$ cat src/rtl/keypad_pkg.sv
// keypad_pkg: shared types and constants for the 4x4 keypad scanner.
//   state_e     - scanner FSM states
//   KEY_MAP     - 16-entry hex key map, nibble index = {row, col}
//   lowest_low  - index of the lowest-numbered low (pressed) row
//   key_code    - KEY_MAP lookup for a (row, col) pair
package keypad_pkg;

  typedef enum logic [1:0] {
    SCAN       = 2'd0,
    PRESS_DB   = 2'd1,
    HELD       = 2'd2,
    RELEASE_DB = 2'd3
  } state_e;

  // Rows (msb nibble group first): r3 = E,0,F,D  r2 = 7,8,9,C  r1 = 4,5,6,B  r0 = 1,2,3,A.
  // Within a group the rightmost nibble is col 0.
  localparam logic [63:0] KEY_MAP = 64'hDF0E_C987_B654_A321;

  function automatic logic [1:0] lowest_low(input logic [3:0] rows);
    logic [1:0] idx;
    logic       found;
    idx   = '0;
    found = 1'b0;
    for (int unsigned i = 0; i < 4; i++) begin
      if (!rows[i] && !found) begin
        idx   = 2'(i);
        found = 1'b1;
      end
    end
    return idx;
  endfunction

  function automatic logic [3:0] key_code(input logic [1:0] row, input logic [1:0] col);
    return KEY_MAP[{row, col, 2'b00} +: 4];
  endfunction

endpackage

$ cat src/rtl/keypad_scanner_sync_2ff.sv
// sync_2ff: two-flop synchronizer for a WIDTH-bit bus, synchronous reset.
//   clk   - destination clock
//   reset - synchronous active-high reset, loads RESET_VAL into both stages
//   d     - asynchronous input bus
//   q     - synchronized output bus
module sync_2ff #(
  parameter int unsigned      WIDTH     = 4,
  parameter logic [WIDTH-1:0] RESET_VAL = '1
) (
  input  logic             clk,
  input  logic             reset,
  input  logic [WIDTH-1:0] d,
  output logic [WIDTH-1:0] q
);

  logic [WIDTH-1:0] meta_q;
  logic [WIDTH-1:0] sync_q;

  always_ff @(posedge clk) begin
    if (reset) begin
      meta_q <= RESET_VAL;
      sync_q <= RESET_VAL;
    end else begin
      meta_q <= d;
      sync_q <= meta_q;
    end
  end

  assign q = sync_q;

endmodule

$ cat src/rtl/keypad_scanner.sv
// keypad_scanner: 4x4 matrix keypad scanner with debounce and single-key rollover.
//   clk       - system clock
//   reset     - synchronous active-high reset
//   rows      - keypad rows, active-low, asynchronous
//   cols      - column drive, one-hot-low
//   key       - hex code of the last accepted key
//   key_valid - one-cycle pulse on acceptance
//   key_held  - high from acceptance until debounced release
module keypad_scanner
  import keypad_pkg::*;
#(
  parameter int unsigned SCAN_DIV = 24000,
  parameter int unsigned DEBOUNCE = 480000
) (
  input  logic       clk,
  input  logic       reset,
  input  logic [3:0] rows,
  output logic [3:0] cols,
  output logic [3:0] key,
  output logic       key_valid,
  output logic       key_held
);

  localparam int unsigned CNT_MAX = (SCAN_DIV > DEBOUNCE) ? SCAN_DIV : DEBOUNCE;
  localparam int unsigned CW      = (CNT_MAX > 1) ? $clog2(CNT_MAX) : 1;
  localparam logic [CW-1:0] SCAN_LAST = CW'(SCAN_DIV - 1);
  localparam logic [CW-1:0] DB_LAST   = CW'(DEBOUNCE - 1);

  logic [3:0]    rows_s;
  state_e        state_q, state_d;
  logic [1:0]    col_q, col_d;
  logic [1:0]    row_q, row_d;
  logic [CW-1:0] cnt_q, cnt_d;
  logic [3:0]    key_q, key_d;
  logic          key_valid_q, key_valid_d;
  logic          key_held_q, key_held_d;
  logic          row_high;

  sync_2ff #(
    .WIDTH    (4),
    .RESET_VAL(4'hF)
  ) u_sync (
    .clk  (clk),
    .reset(reset),
    .d    (rows),
    .q    (rows_s)
  );

  assign row_high = rows_s[row_q];

  always_ff @(posedge clk) begin
    if (reset) begin
      state_q     <= SCAN;
      col_q       <= '0;
      row_q       <= '0;
      cnt_q       <= '0;
      key_q       <= '0;
      key_valid_q <= 1'b0;
      key_held_q  <= 1'b0;
    end else begin
      state_q     <= state_d;
      col_q       <= col_d;
      row_q       <= row_d;
      cnt_q       <= cnt_d;
      key_q       <= key_d;
      key_valid_q <= key_valid_d;
      key_held_q  <= key_held_d;
    end
  end

  // cnt_q is the column dwell timer in SCAN and the debounce timer elsewhere;
  // every state change clears it. Leaving a debounce state back to SCAN moves
  // on to the next column so a rejected/released key is not re-sampled at once.
  always_comb begin
    state_d     = state_q;
    col_d       = col_q;
    row_d       = row_q;
    cnt_d       = cnt_q;
    key_d       = key_q;
    key_valid_d = 1'b0;
    key_held_d  = key_held_q;
    unique case (state_q)
      SCAN: begin
        if (cnt_q == SCAN_LAST) begin
          cnt_d = '0;
          if (rows_s != 4'hF) begin
            row_d   = lowest_low(rows_s);
            state_d = PRESS_DB;
          end else begin
            col_d = col_q + 2'd1;
          end
        end else begin
          cnt_d = cnt_q + 1'b1;
        end
      end
      PRESS_DB: begin
        if (row_high) begin
          state_d = SCAN;
          col_d   = col_q + 2'd1;
          cnt_d   = '0;
        end else if (cnt_q == DB_LAST) begin
          key_d       = key_code(row_q, col_q);
          key_valid_d = 1'b1;
          key_held_d  = 1'b1;
          state_d     = HELD;
          cnt_d       = '0;
        end else begin
          cnt_d = cnt_q + 1'b1;
        end
      end
      HELD: begin
        if (row_high) begin
          state_d = RELEASE_DB;
          cnt_d   = '0;
        end
      end
      RELEASE_DB: begin
        if (!row_high) begin
          cnt_d = '0;
        end else if (cnt_q == DB_LAST) begin
          key_held_d = 1'b0;
          state_d    = SCAN;
          col_d      = col_q + 2'd1;
          cnt_d      = '0;
        end else begin
          cnt_d = cnt_q + 1'b1;
        end
      end
      default: state_d = SCAN;
    endcase
  end

  assign cols      = ~(4'b0001 << col_q);
  assign key       = key_q;
  assign key_valid = key_valid_q;
  assign key_held  = key_held_q;

endmodule

$ cat config.mk
export PLATFORM = sky130hd
export DESIGN_NAME = keypad_scanner
export DESIGN_NICKNAME = d
export VERILOG_FILES = /design/src/rtl/keypad_pkg.sv /design/src/rtl/keypad_scanner_sync_2ff.sv /design/src/rtl/keypad_scanner.sv
export SDC_FILE = /design/constraint.sdc
export NUM_CORES = 1
export LEC_CHECK = 0
export CAP_MARGIN = 20
export CORE_MARGIN = 2
export CORE_UTILIZATION = 52
export DETAILED_ROUTE_END_ITERATION = 10
export MAX_ROUTING_LAYER = met4
export PLACE_DENSITY = 0.78
export SLEW_MARGIN = 25
export SYNTH_ARGS = -nofsm -noshare
export SYNTH_HDL_FRONTEND = slang
export SYNTH_SLANG_ARGS = --single-unit
$ cat constraint.sdc
create_clock -name clk -period 2 [get_ports clk]
set_input_delay 0.4 -clock clk [delete_from_list [all_inputs] [get_ports clk]]
set_output_delay 0.4 -clock clk [all_outputs]
set_load 0.05 [all_outputs]
==> qor.csv <==
stage;metric;value;unit
finish;syn2layout_area_growth;19.0;%
grt;grt_remaining_overflow;0;
clock_network;cts-root-buf;clkbuf_8;
finish;diodes;0;
finish;fill_cells;342;
worst_setup_path;path_class;flop to flop;
die;start_util;0.555;
grt;antenna_found_initial;0;
sta;worstMarginPinSlew;0.499;ns
grt;grt_pass1_wl;6960;microns
synthesis;synth_fp_nets;250;
worst_setup_path;cp-end-kind;flop;
synthesis;ys_top_cells_by_area;dfxtp_1 38%, xnor2_1 5.5%, nor2_1 5.1%, ha_1 4.2%, a21oi_1 2.9%;
grt;grt_max_degree;20;
sta;setup_viol;0;
clock_network;clockBufferDepth;2;
synthesis;yosysTopAreaCell;dfxtp_1;
routing;route.detailed.drc;0;
worst_setup_path;path_buf_inv;1;
synthesis;ys_ff_latch;39;
worst_setup_path;arrival;2.07;ns
placed_design;io_buffers;15;
sta;finalCritPeriodShare;0.940;
grt;grt_pass1_vias;1527;
synthesis;yosysWarnings;0;
die;fp.dieArea;4520;sq um
die;dieHeight;67.2;microns
worst_setup_path;cpMaxStageDelayCell;o311a_1;
clock_network;numClockSinks;39;
sta;fin_ws;0.121;ns
finish;drive_above_1_share;0.176;
synthesis;yosysMostFrequentCell;dfxtp_1;
routing;routed_wl;3970;microns
placed_design;place_ws;0.0319;ns
routing;ant_nets;0;
clock_network;clkLatencyLatePin;0.30;ns
worst_setup_path;cp_slowest_stage_delay;0.43;ns
die;io_pins;16;
sta;whs;0.411;ns
sta;tns;0;ns
finish;layoutNonFillerInstCount;309;
run;drv_cap;0;
synthesis;synthArstFlopShare;0;
synthesis;synthFlopType;dfxtp_1;
power_and_ir_drop;leakagePower;0.901;nW
clock_network;htree_levels;2;
clock_network;numCtsBuffers;5;
clock_network;hold_buffers;0;
routing;routedWlPerCell;12.8;microns
sta;slew_headroom;0.666;
sta;fin_crit;1.88;ns
synthesis;ys_top_cells_by_count;39 x dfxtp_1, 28 x nor2_1, 15 x inv_1;
worst_setup_path;cp_common_cell;nand4bb_1;
die;die_w;67.2;microns
worst_setup_path;crit_fanout;19;
worst_hold_path;hp-class;flop to flop;
worst_setup_path;crit_required;2.19;ns
synthesis;syn_area;2080;sq um
synthesis;synth_edf_count;0;
finish;nets;273;
synthesis;synth_cell_types;53;
routing;num_vias;1710;
power_and_ir_drop;peakVddDrop;0.000457;V
power_and_ir_drop;power_density;582;nW/um^2
placed_design;dpl.hpwl;2850;microns
grt;grt_usage;0.210;
synthesis;syn_inst;237;
placed_design;place_congestion;0.811;
sta;finalMaxSlewViolations;0;
worst_setup_path;path_cells;nand4bb_1 > nand4bb_1 > o311a_1 > o21ai_4 > buf_12 > nor2_1;
synthesis;synth_top_area_frac;0.376;
synthesis;syn_avg_cell_area;8.77;sq um
die;core-area;3740;sq um
synthesis;ys_seq_area_frac;0.376;
clock_network;clkSlewWorstSetupHoldPaths;0.08;ns
sta;hold_viol_final;0;
routing;drt_iter0_drc;103;
clock_network;tritoncts;done;
sta;skew;0.00753;ns
worst_setup_path;startpoint_type;flop;
routing;firstDrtPassIters;4;
die;num_rows;22;
routing;viasPerCell;5.53;
sta;fmax;532;MHz
worst_setup_path;cp_top_family;simple AND/OR/NAND/NOR gates;
outcome;outcome;finished, final reports clean;
placed_design;post-place-cells;299;
[where the power goes]
part,switching (W),internal [W]
combinational,0.0000490,0.0000451
sequential,0.0000127,0.000793
clock,0.000296,0.000243
total,0.000358,0.00108
[logic make-up after synthesis]
group,Yosys count,share of synthesized area
xor+xnor,18,0.0759
flops,39,0.376
buf+inv,24,0.0518
mux,7,0.0403
simple gates,107,0.300
fa+ha+maj,8,0.0470
compound gates,34,0.109
[metrics by stage]
stage,util,instance area [sq um],power (W)
6_report,0.661,2470,0.00144
4_1_cts,0.648,2430,0.00144
3_5_place_dp,0.624,2340,0.000911
3_3_place_gp,0.624,2340,0.000909
5_1_grt,0.661,2470,0.00150
2_1_floorplan,-,2080,0.000878
[state kept, by name, summed over array words and instances, names as in the netlist, named ones only]
signal / count
key_valid: 1
key_held: 1
u_sync.q: 4
col_q: 2
cnt_q: 19
u_sync.meta_q: 4
row_q: 2
key: 4
state_q: 1
[routing by layer]
| layer | global-route usage | wire [microns] |
|---|---|---|
| met1 | 0.281 | 2030 |
| met2 | 0.302 | 1740 |
| met3 | 0.0567 | 129 |
| met4 | 0.0791 | 65 |
| met5 | - | 0 |
[layout make-up]
class / count / area, sq um / area share
multi-input combinational: 174 / 1220 / 0.493
sequential: 39 / 783 / 0.317
timing repair buffer: 25 / 265 / 0.107
clock buffer: 5 / 68.8 / 0.0278
tap: 48 / 60.1 / 0.0243
inverter: 15 / 56.3 / 0.0228
clock inverter: 3 / 20.0 / 0.00809
[path summary, 6_finish.rpt]
kind	start	to	slack (ns)	depth (start not counted)
min	u_sync.meta_q[0]$_SDFF_PP1_	u_sync.q[0]$_SDFF_PP1_	0.41	1
min reg2reg	u_sync.meta_q[0]$_SDFF_PP1_	u_sync.q[0]$_SDFF_PP1_	0.41	1
max reg2reg	cnt_q[15]$_SDFFE_PP0N_	cnt_q[13]$_SDFFE_PP0N_	0.12	6
max	cnt_q[15]$_SDFFE_PP0N_	cnt_q[13]$_SDFFE_PP0N_	0.12	6
[layout by cell type (no fill, tap or decap), types with 6 or more instances in the layout]
master           synthesis  routed
nor3_1                   9       9
nand3_1                 10      10
nand2_1                 13      13
a21oi_1                 12      12
nor2_1                  28      28
clkdlybuf4s50_1          0      11
ha_1                     7       6
inv_1                   15      15
o21ai_0                  6       6
xnor2_1                 13      12
buf_4                    1      10
dfxtp_1                 39      37
or2_2                    8       8
nand4_1                  7       7
[repair_timing]
action	CTS	global route
gates resized for setup	0	7
buffers inserted	0	2
setup endpoints to repair	0	28
hold endpoints to repair	0	0
No activity file was read; power rests on OpenSTA's default activity.
